`config.mk`:
```
export PLATFORM = sky130hd
export DESIGN_NAME = elevator_car_controller
export DESIGN_NICKNAME = d
export VERILOG_FILES = /design/src/rtl/elevator_car_controller_pkg.sv /design/src/rtl/elevator_car_controller_sync_edge_detect.sv /design/src/rtl/elevator_car_controller.sv
export SDC_FILE = /design/constraint.sdc
export NUM_CORES = 1
export LEC_CHECK = 0
export CORE_ASPECT_RATIO = 0.5
export CORE_MARGIN = 5
export CORE_UTILIZATION = 34
export DETAILED_ROUTE_END_ITERATION = 16
export GPL_TIMING_DRIVEN = 0
export PLACE_DENSITY = 0.59
export SLEW_MARGIN = 40
export SYNTH_ARGS = -nofsm -noshare
export SYNTH_HDL_FRONTEND = slang
export SYNTH_HIERARCHICAL = 1
export SYNTH_SLANG_ARGS = --single-unit
```
`constraint.sdc`:
```
create_clock -name clk -period 5.75 [get_ports clk]
set_clock_uncertainty 0.15 [all_clocks]
set_input_delay 0.8625 -clock clk [delete_from_list [all_inputs] [get_ports clk]]
set_output_delay 0.8625 -clock clk [all_outputs]
set_load 0.01 [all_outputs]
```
`src/rtl/elevator_car_controller_pkg.sv`:
```
// Shared types and helpers for the three-floor elevator car controller.
package elevator_car_controller_pkg;

  localparam int FLOOR_W    = 2;
  localparam int NUM_FLOORS = 3;
  localparam int CNT_W      = 4;

  typedef enum logic [1:0] {
    ST_IDLE = 2'd0,
    ST_UP   = 2'd1,
    ST_DOWN = 2'd2,
    ST_DOOR = 2'd3
  } state_e;

  function automatic logic [NUM_FLOORS-1:0] floor_mask(input logic [FLOOR_W-1:0] fl);
    logic [NUM_FLOORS-1:0] m;
    m = '0;
    for (int i = 0; i < NUM_FLOORS; i++) begin
      if (int'(fl) == i) m[i] = 1'b1;
    end
    return m;
  endfunction

  function automatic logic req_above(input logic [NUM_FLOORS-1:0] rq,
                                     input logic [FLOOR_W-1:0] fl);
    logic r;
    r = 1'b0;
    for (int i = 0; i < NUM_FLOORS; i++) begin
      if (i > int'(fl)) r = r | rq[i];
    end
    return r;
  endfunction

  function automatic logic req_below(input logic [NUM_FLOORS-1:0] rq,
                                     input logic [FLOOR_W-1:0] fl);
    logic r;
    r = 1'b0;
    for (int i = 0; i < NUM_FLOORS; i++) begin
      if (i < int'(fl)) r = r | rq[i];
    end
    return r;
  endfunction

endpackage

```
`src/rtl/elevator_car_controller_sync_edge_detect.sv`:
```
// Two-flop synchronizer with a one-cycle edge pulse; FALLING selects the edge.
module sync_edge_detect #(
  parameter bit FALLING = 1'b1
) (
  input  logic clk,
  input  logic rst_n,
  input  logic din_i,
  output logic pulse_o
);

  logic       s1_q, s2_q, s3_q;
  logic [1:0] warm_q;
  logic       armed_q;
  logic       inactive_lvl;

  assign inactive_lvl = FALLING ? s2_q : ~s2_q;

  // The detector only arms once a real sample shows the inactive level, so an
  // input already asserted when reset releases never produces a pulse.
  always_ff @(posedge clk or negedge rst_n) begin
    if (!rst_n) begin
      s1_q    <= 1'b1;
      s2_q    <= 1'b1;
      s3_q    <= 1'b1;
      warm_q  <= 2'b00;
      armed_q <= 1'b0;
    end else begin
      s1_q   <= din_i;
      s2_q   <= s1_q;
      s3_q   <= s2_q;
      warm_q <= {warm_q[0], 1'b1};
      if (warm_q[1] && inactive_lvl) armed_q <= 1'b1;
    end
  end

  assign pulse_o = armed_q & (FALLING ? (s3_q & ~s2_q) : (~s3_q & s2_q));

endmodule

```
`src/rtl/elevator_car_controller.sv`:
```
// Three-floor elevator car sequencer: request latch, direction/step FSM and door dwell timer.
module elevator_car_controller
  import elevator_car_controller_pkg::*;
#(
  parameter int DOOR_TICKS = 3,
  parameter int TOP_FLOOR  = 2
) (
  input  logic                  clk,
  input  logic                  rst_n,
  input  logic                  button1,
  input  logic                  button2,
  input  logic                  button3,
  input  logic                  move_clk,
  output logic [FLOOR_W-1:0]    floor,
  output logic                  moving,
  output logic                  dir_up,
  output logic                  door_open,
  output logic [NUM_FLOORS-1:0] req
);

  localparam logic [FLOOR_W-1:0] TOP_F   = FLOOR_W'(TOP_FLOOR);
  localparam logic [CNT_W-1:0]   CNT_MAX = CNT_W'(DOOR_TICKS - 1);

  state_e                  state_q;
  logic [FLOOR_W-1:0]      floor_q;
  logic                    dir_q;
  logic [NUM_FLOORS-1:0]   req_q;
  logic [CNT_W-1:0]        door_cnt_q;

  logic [NUM_FLOORS-1:0]   press;
  logic                    tick;
  logic [NUM_FLOORS-1:0]   here_mask, step_mask, set_vec, req_live;
  logic [FLOOR_W-1:0]      floor_step_d;
  logic                    at_end, step_end, above, below;

  sync_edge_detect #(.FALLING(1'b1)) u_btn0 (.clk(clk), .rst_n(rst_n), .din_i(button1),  .pulse_o(press[0]));
  sync_edge_detect #(.FALLING(1'b1)) u_btn1 (.clk(clk), .rst_n(rst_n), .din_i(button2),  .pulse_o(press[1]));
  sync_edge_detect #(.FALLING(1'b1)) u_btn2 (.clk(clk), .rst_n(rst_n), .din_i(button3),  .pulse_o(press[2]));
  sync_edge_detect #(.FALLING(1'b0)) u_tick (.clk(clk), .rst_n(rst_n), .din_i(move_clk), .pulse_o(tick));

  // A press for the floor whose door is open only restarts the dwell.
  assign here_mask    = floor_mask(floor_q);
  assign set_vec      = press & ~((state_q == ST_DOOR) ? here_mask : '0);
  assign req_live     = req_q | set_vec;
  assign floor_step_d = (state_q == ST_DOWN) ? (floor_q - FLOOR_W'(1)) : (floor_q + FLOOR_W'(1));
  assign step_mask    = floor_mask(floor_step_d);
  assign at_end       = (state_q == ST_UP) ? (floor_q == TOP_F) : (floor_q == '0);
  assign step_end     = (floor_step_d == TOP_F) || (floor_step_d == '0);
  assign above        = req_above(req_q, floor_q);
  assign below        = req_below(req_q, floor_q);

  always_ff @(posedge clk or negedge rst_n) begin
    if (!rst_n) begin
      state_q    <= ST_IDLE;
      floor_q    <= '0;
      dir_q      <= 1'b1;
      req_q      <= '0;
      door_cnt_q <= '0;
    end else begin
      req_q <= req_live;
      case (state_q)
        ST_IDLE: begin
          if (|(req_q & here_mask)) begin
            state_q    <= ST_DOOR;
            door_cnt_q <= '0;
            req_q      <= req_live & ~here_mask;
          end else if (above && below) begin
            state_q <= dir_q ? ST_UP : ST_DOWN;
          end else if (above) begin
            dir_q   <= 1'b1;
            state_q <= ST_UP;
          end else if (below) begin
            dir_q   <= 1'b0;
            state_q <= ST_DOWN;
          end
        end
        ST_UP, ST_DOWN: begin
          // Step first, then test arrival against requests including this cycle's presses.
          if (at_end) begin
            state_q <= ST_IDLE;
          end else if (tick) begin
            floor_q <= floor_step_d;
            if (|(req_live & step_mask)) begin
              state_q    <= ST_DOOR;
              door_cnt_q <= '0;
              req_q      <= req_live & ~step_mask;
            end else if (step_end) begin
              state_q <= ST_IDLE;
            end
          end
        end
        ST_DOOR: begin
          if (|(press & here_mask)) begin
            door_cnt_q <= '0;
          end else if (tick) begin
            if (door_cnt_q == CNT_MAX) begin
              state_q    <= ST_IDLE;
              door_cnt_q <= '0;
            end else begin
              door_cnt_q <= door_cnt_q + CNT_W'(1);
            end
          end
        end
        default: state_q <= ST_IDLE;
      endcase
    end
  end

  assign floor     = floor_q;
  assign dir_up    = dir_q;
  assign req       = req_q;
  assign moving    = (state_q == ST_UP) || (state_q == ST_DOWN);
  assign door_open = (state_q == ST_DOOR);

endmodule
```
# [Word-level counts from Yosys, hierarchy flattened]
# Cells that the tools add are included.
[word_totals] out_inout_bits=8 word_cells=146 register_bits=36 input_bits=6
[classes] muxes=42 magnitude_cmp=5 n_addsub=3 reduce_logical=21 bitwise_logic=29 n_eq_ne=21
[ops] operator="4-bit two-way mux" count=7
[ops] operator="2-bit two-way mux" count=13
[ops] operator="3-bit bitwise AND" count=6
[ops] operator="2-bit == test (second input constant)" count=8
[ops] operator="3-bit two-way mux" count=5
[ops] operator="1-bit two-way mux" count=14
[ops] operator="4-bit case mux with 3 select lines" count=1
[ops] operator="2-bit zero test" count=5
[ops] operator="2-bit inequality test (second input constant)" count=5
[ops] operator="3-bit inverter" count=3
[ops] operator="3-bit OR reduction" count=3
[ops] operator="1-bit bitwise AND" count=8
[ops] operator="1-bit inverter" count=8
[ops] operator="2-bit case mux with 3 select lines" count=1
[ops] operator="3-bit case mux with 2 select lines" count=1
[ops] operator="6-bit AND reduction" count=1
[ops] operator="1-bit logical AND" count=5
[ops] operator="5-bit inequality test (second input constant)" count=1
[ops] operator="5-bit AND reduction" count=1
[ops] operator="4-bit by 1-bit adder with 4-bit output (second input constant)" count=1
[ops] operator="4-bit by 2-bit == test with 1-bit output (second input constant)" count=1
[ops] operator="1-bit by 2-bit < comparator with 1-bit output (first input constant)" count=2
[ops] operator="2-bit by 1-bit inequality test with 1-bit output (second input constant)" count=2
[ops] operator="4-bit inequality test (second input constant)" count=1
[ops] operator="other kinds (15)" count=18

# [Depth between registers and ports, before layout]
# Gate-level depths: netlist (run 1).
[logic_depth] ltp_word=12 ltp_mapped=9 mapped_depth_nobuf=7

# [Cells and area by module]
# The synthesis (run 1) kept the hierarchy.
[by_module_without_submodules] mod="elevator_car_controller" seq_area_each_um2=301.5 area_each_um2=998.5 n_inst=1 cells_per_inst=114
[by_module_without_submodules] mod="sync_edge_detect at u_btn0 ..." seq_area_each_um2=153.9 area_each_um2=175.2 n_inst=3 cells_per_inst=9
[by_module_without_submodules] mod="sync_edge_detect at u_tick" seq_area_each_um2=153.9 area_each_um2=181.4 n_inst=1 cells_per_inst=10

# [Worst setup path before layout (run 1)]
# No wires, ideal clock.
[synth_timing] path_kind="register to register" start="register floor_q[0] (netlist: floor[0])" end="register door_cnt_q[2]" setup_time_ps=122 synth_period_minus_slack_ps=2483 required_ps=5478 n_path_buf=2 arrival_time_ps=2211 stages_incl_launch_ff=10 path_slack_ps=3267 path_cell_list="dfrtp_1 clkbuf_1 inv_1 ha_1 a222oi_1 and2_1 buf_6 a21oi_4 o21a_4 a32o_1"
[synth_via] elab_chain_len=10 elab_cells_between_ends=35 classes_between="2 x add/sub; 9 x eq/ne; 11 x mux; 6 x bitwise; 7 x reduce/logical"
[synth_rtl] element="start, declared" line_no="elevator_car_controller.sv:25" text="logic [FLOOR_W-1:0] floor_q;"
[synth_rtl] element="start signal, assigned" line_no="elevator_car_controller.sv:82" text="floor_q <= floor_step_d;"
[synth_rtl] element="branches (longest 10 deep; another with 2-bit by 1-bit adder with 2-bit output)"
[synth_rtl] element="end signal, assigned" line_no="elevator_car_controller.sv:100" text="door_cnt_q <= door_cnt_q + CNT_W'(1);"
[synth_rtl] element="end, declared" line_no="elevator_car_controller.sv:28" text="logic [CNT_W-1:0] door_cnt_q;"
# Parallel ways; which one is timed is not known.
# A chain may end at the register's enable or synchronous reset.

# [Worst setup path after layout (run 1)]
[layout_timing] start="register state_q[1]" end="output moving"
[layout_via] elab_chain_len=2 elab_cells_between_ends=3 classes_between="2 x eq/ne; 1 x reduce/logical"
[layout_rtl] element="start, declared" line_no="elevator_car_controller.sv:24" text="state_e state_q;"
[layout_rtl] element="start signal, assigned" line_no="elevator_car_controller.sv:68" text="state_q <= dir_q ? ST_UP : ST_DOWN;"
[layout_rtl] element="2-bit by 1-bit == test with 1-bit output or 2-bit == test (tied branches)" line_no="elevator_car_controller.sv:112" text="assign moving = (state_q == ST_UP) || (state_q == ST_DOWN);"
[layout_rtl] element="1-bit logical OR *" line_no="elevator_car_controller.sv:112"
[layout_rtl] element="end, declared" line_no="elevator_car_controller.sv:15" text="output logic moving,"
# Mark *: on every way between the ends. The rest lies on a longest branch, timed or not.

==> results of run 1 <==
[critical path, stage by stage (launching register included)]
cell             delay [ps]
dfrtp_1                 410
inv_1                   100
ha_1                    500
clkdlybuf4s50_1         610
[how the worst max path moves through the flow]
stage / cells past startpoint / from / end / slack (ps)
floorplan: 9 / floor[0]$_DFFE_PN0P_ / door_cnt_q[2]$_DFFE_PN0P_ / 3270
global placement: 1 / rst_n / door_cnt_q[1]$_DFFE_PN0P_ / 2940
detailed placement: 9 / floor[0]$_DFFE_PN0P_ / door_cnt_q[1]$_DFFE_PN0P_ / 2950
CTS: 3 / state_q[1]$_DFFE_PN0P_ / moving / 2840
global route: 9 / floor[0]$_DFFE_PN0P_ / door_cnt_q[1]$_DFFE_PN0P_ / 2720
finish: 3 / state_q[1]$_DFFE_PN0P_ / moving / 2840
[cell type report]
cell class	count	area [um^2]
clock inverter	1	7.51
sequential	36	917
inverter	8	30.0
timing repair buffer	14	153
buffer	2	15.0
fill	458	2850
tap	70	87.6
clock buffer	7	86.3
multi-input combinational	105	743
[kinds of logic (layout without fill, tap and decap cells)]
kind of cell / count (synthesis) / count (layout) / share of synthesized area
simple gates: 40 / 40 / 0.125
other cells: 4 / 4 / 0.00880
fa+ha+maj: 11 / 11 / 0.0807
xor+xnor: 3 / 3 / 0.0154
compound gates: 44 / 44 / 0.188
flops: 36 / 36 / 0.538
buf+inv: 10 / 32 / 0.0264
mux: 3 / 3 / 0.0176
[power groups by stage]
| stage | sequential (mW) | clock [mW] | combinational (mW) |
|---|---|---|---|
| final | 0.349 | 0.186 | 0.558 |
| after global routing | 0.358 | 0.202 | 0.617 |
| after CTS | 0.349 | 0.193 | 0.553 |
| after detailed placement | 0.354 | 0 | 0.551 |
| after global placement | 0.351 | 0 | 0.546 |
| after floorplan | 0.352 | 0 | 0.379 |
[flip-flops by register name, summed over array words and instances, names as in the netlist, 2 cells and up]
name / count
u_btn0/warm_q: 2
req: 3
u_tick/warm_q: 2
u_btn2/warm_q: 2
door_cnt_q: 4
u_btn1/warm_q: 2
state_q: 2
floor: 2
[metrics by stage]
step                       util  power, mW  hold WS (ps)  setup WS (ps)
final                     0.417       1.09           201           2840
after detailed placement  0.398      0.904           186           2950
after floorplan               -      0.731           181           3270
after global placement    0.393      0.897           182           2940
after global routing      0.417       1.18           215           2720
after CTS                 0.417       1.10           201           2840
[cells in the final DEF (no fill, tap or decap), drive strengths merged, types with 3 or more instances in the layout]
master / Yosys / layout
inv: 8 / 8
clkbuf: 1 / 8
a21oi: 9 / 9
o211ai: 6 / 6
and3b: 3 / 3
nand2: 11 / 11
clkdlybuf4s50: 0 / 12
buf: 1 / 3
a21o: 4 / 4
o21ai: 9 / 9
conb: 4 / 4
ha: 11 / 11
nor2: 10 / 10
a31oi: 4 / 4
a21boi: 3 / 3
mux2i: 3 / 3
dfstp: 13 / 13
nand3: 3 / 3
dfrtp: 23 / 23
[metal layers]
| metal | share of wire | track usage | vias up |
|---|---|---|---|
| met5 | 0 | 0 | - |
| met4 | 0.017 | 0.0456 | 0 |
| met3 | 0.062 | 0.0302 | 4 |
| met2 | 0.45 | 0.180 | 29 |
| met1 | 0.47 | 0.132 | 589 |
| li1 | - | - | 574 |
==> run metrics, run 1 <==
area grow syn2layout=19.6%; Non-Filler Instances=243; WL/cell=13.2 um; hold path start=u_btn2/warm_q[0]$_DFF_PN0_; Setup Buffers After CTS=0; Max Freq=0.343 GHz; Gate Count Post-Synth=151; std cell rows=18; final RePlAce weighted congestion=0.933; Pint=640 uW; largest net degree at the start of global routing=25; yosys warns=6; Post-synth EDFFs=0; final setup fails=0; area of the core=4890 um^2; top post-synthesis cells by area=dfrtp_1 (34%), dfstp_2 (20%), ha_1 (8.1%); root buf cell=clkbuf_8; Gate power share=0.511; dominant synthesized flop cell=dfrtp_1; flop2flop setup slack=2890 ps; Num CTS Buffers=5; worst reg2reg endpoint=door_cnt_q[1]$_DFFE_PN0P_; most frequent cells after synthesis=dfrtp_1 (23), dfstp_2 (13), ha_1 (11), nand2_1 (11), nor2_1 (10); Least-Margin Pin Slew=556 ps; period utilization=0.507; Starting Density=0.349; Hold Crit Class=reg2reg; Worst setup EP type=output port; Placed Cells=235; LEAKAGE=0.840 nW; Die Span X=110 um; clk slew on worst S/H paths=70 ps; cell with the most instances after synthesis=dfrtp_1; Max Cap Viol=0; Post-DP HPWL=2.38 mm; H-tree levels=2; Pins Over Slew Limit=0; crit path launch type=flip-flop; relative max-transition margin=0.627; Final Critical Period=2910 ps; Vias/cell=4.92; DRT Pass-1 Iters=4; placed cell area=1950 um^2; clock sinks=36; WS Path Type=reg2out; P_sw=453 uW; All-Layer GR Usage=0.108; cell taking the most area after synthesis=dfrtp_1; area fraction of the dominant cell type after synthesis=0.337; Post-Syn Nets=168; CP required=4740 ps; IO buf count=13; r2r startpoint=floor[0]$_DFFE_PN0P_; clock network fraction of total power=0.170; I/O Pins=14; setup TNS=0 ps; critical path data arrival time=1900 ps; CP Max Fanout=8; vias in the first global route=1,165; total routed wirelength=3.21 mm; Reg2Reg Depth=9; Die ar.=6620 um^2; post-synthesis sequential area ratio=0.538; #FFs+latches synth=36; initial DRC count=84; Max clock buf depth=2; P per Cell Area=536 nW/um^2; Hold Violations, Final=0; DRC violations left=0; via count=1,196; status=completed; clk_lat worst skew=280 ps; Cell Area, Synth=1710 um^2; grt ovf=0; antenna cells=0; Final #Nets=189; initial antenna violation count=0; Synth async-reset ratio=1.00; hold_buf cts=0; RSZ-0062 raised after global routing=no; Die Ht=60.1 um; layout cell share with drive strength beyond 1=0.179; sw frac=0.414; hold endpoint=u_btn2/warm_q[1]$_DFF_PN0_; peak supply drop=0.169 mV; CTS tree=done; sequential power share=0.319; Final ANT Viol Nets=0; post-route cell area=2040 um^2; Mean Syn Cell Area=11.3 um^2; Yosys cell types=41; first-pass GRT wire length=5.44 mm; post-cts resize count=0; Hold Path Depth=0
Power figures use the tool's default switching activity.
==> inputs of run 2 (changes only) <==
- clock period: 5.75 -> 2.8 ns (I/O delays scaled with it)
==> run metrics, run 2 (synthesis results as in run 1) <==
WL/cell=13.0 um (was 13.2 um); clk slew on worst S/H paths=70 ps (about the same); Die Span X=110 um (unchanged); Pins Over Slew Limit=0 (unchanged); Die ar.=6620 um^2 (unchanged); register name with the most flops=door_cnt_q (unchanged); Final ANT Viol Nets=0 (unchanged); Placed Cells=235 (unchanged); area grow syn2layout=20.9% (was 19.6%); final RePlAce weighted congestion=0.933 (unchanged); vias in the first global route=1,175 (was 1,165); first-pass GRT wire length=5.46 mm (was 5.44 mm); Non-Filler Instances=244 (was 243); WS Path Type=reg2reg (was reg2out); peak supply drop=0.348 mV (was 0.169 mV); fin util=0.422 (was 0.417); Final #Nets=190 (was 189); most common cell after layout, fill and taps aside=dfrtp_1 (unchanged); crit path launch type=flip-flop (unchanged); relative max-transition margin=0.617 (was 0.627); via count=1,205 (was 1,196); Starting Density=0.349 (unchanged); Post-DP HPWL=2.38 mm (unchanged); CP max stage cell=dfrtp_1 (was clkdlybuf4s50_1); Vias/cell=4.94 (was 4.92); Max Freq=0.384 GHz; Final Power=2.26 mW (was 1.09 mW); CP required=2820 ps (was 4740 ps); critical path data arrival time=2630 ps (was 1900 ps); area of the core=4890 um^2 (unchanged); All-Layer GR Usage=0.108 (about the same); Hold Violations, Final=0 (unchanged); P per Cell Area=1100 nW/um^2 (was 536 nW/um^2); post-route cell area=2060 um^2 (was 2040 um^2); largest net degree at the start of global routing=25 (unchanged); Least-Margin Pin Slew=570 ps (was 556 ps); worst setup margin=193 ps (was 2840 ps); placed cell area=1950 um^2 (unchanged); grt ovf=0 (unchanged); I/O Pins=14 (unchanged); Max clock buf depth=2 (unchanged); max incr delay on CP=540 ps (was 610 ps); DRT Pass-1 Iters=4 (unchanged); CP Max Fanout=11 (was 8); root buf cell=clkbuf_8 (unchanged); clk_lat worst skew=280 ps (about the same); final setup fails=0 (unchanged); max FFs per register=4 (unchanged); Max Cap Viol=0 (unchanged); most frequent cells in the layout=dfrtp_1 (23), dfstp_2 (13), clkdlybuf4s50_1 (12) (unchanged); Hold Crit Class=reg2reg (unchanged); CTS tree=done (unchanged); antenna cells=0 (unchanged); Placement Setup Slack=-0.218 ps (was 2950 ps); layout cell share with drive strength beyond 1=0.184 (was 0.179); DRC violations left=0 (unchanged); initial antenna violation count=0 (unchanged); LEAKAGE=0.848 nW (was 0.840 nW); Die Ht=60.1 um (unchanged); Worst setup EP type=flip-flop (was output port); RSZ-0062 raised after global routing=no (unchanged); status=completed (unchanged); Num CTS Buffers=5 (unchanged); H-tree levels=2 (unchanged); total routed wirelength=3.17 mm (was 3.21 mm); std cell rows=18 (unchanged); critical path cell sequence=inv_1 -> ha_1 -> a222oi_1 -> buf_4 -> and2_1 -> buf_6 -> a21oi_4 -> o21a_4 -> a32o_1 (was inv_1 -> ha_1 -> clkdlybuf4s50_1); period utilization=0.931; Final Critical Period=2610 ps; IO buf count=13 (unchanged); initial DRC count=72 (was 84); clock sinks=36 (unchanged)
run 2: layout make-up:
class	instances	area, um^2
fill	458	2830
buffer	1	11.3
timing repair buffer	16	170
inverter	8	30.0
multi-input combinational	105	752
tap	70	87.6
sequential	36	917
clock buffer	7	86.3
clock inverter	1	7.51
run 2: critical path, delay by kind of cell (launching register included):
kind	cells	cell delay, ps
flip-flops	1	540
AND/OR/NAND/NOR	1	130
AO/OA/AOI/OAI	4	860
adder cells (fa/ha/maj)	1	310
buffers and inverters	3	490
run 2: per-layer routing:
metal,track usage,part of all wire,up-vias
met1,0.132,0.46,605
met4,0.0456,0.017,0
met5,0,0,-
met3,0.0302,0.046,4
met2,0.182,0.47,20
li1,-,-,576
run 2: timing repair:
item,in CTS,in global routing
hold buffers,1,0
hold endpoints to repair,9,0
pin swaps,1,0
gates resized for setup,0,1
setup buffers,1,0
setup endpoints to repair,2,4
run 2: path summary, 6_finish.rpt:
path | slack [ps] | startpoint | to | cells after the start
worst max-delay path | 190 | floor[0]$_DFFE_PN0P_ | door_cnt_q[1]$_DFFE_PN0P_ | 9
worst min-delay path | 200 | u_btn2/warm_q[0]$_DFF_PN0_ | u_btn2/warm_q[1]$_DFF_PN0_ | 0
worst max register to register | 190 | floor[0]$_DFFE_PN0P_ | door_cnt_q[1]$_DFFE_PN0P_ | 9
worst min register to register | 200 | u_btn2/warm_q[0]$_DFF_PN0_ | u_btn2/warm_q[1]$_DFF_PN0_ | 0
max in group asynchronous | 1560 | rst_n | u_btn2/s3_q$_DFF_PN1_ | 3
min in group asynchronous | 430 | rst_n | u_btn1/armed_q$_DFFE_PN0P_ | 2
run 2: per-stage QoR:
stage | TNS (ps) | hold slack [ps]
6_report | 0 | 201
5_1_grt | 0 | 215
4_1_cts | 0 | 201
3_5_place_dp | -0.218 | 186
3_3_place_gp | 0 | 182
2_1_floorplan | 0 | -25.6
run 2: power breakdown:
part	internal, mW	leakage, nW	switching [mW]	total, mW
clock	0.200	0.0445	0.181	0.381
combinational	0.504	0.401	0.647	1.15
sequential	0.619	0.402	0.109	0.728
total	1.32	0.848	0.938	2.26
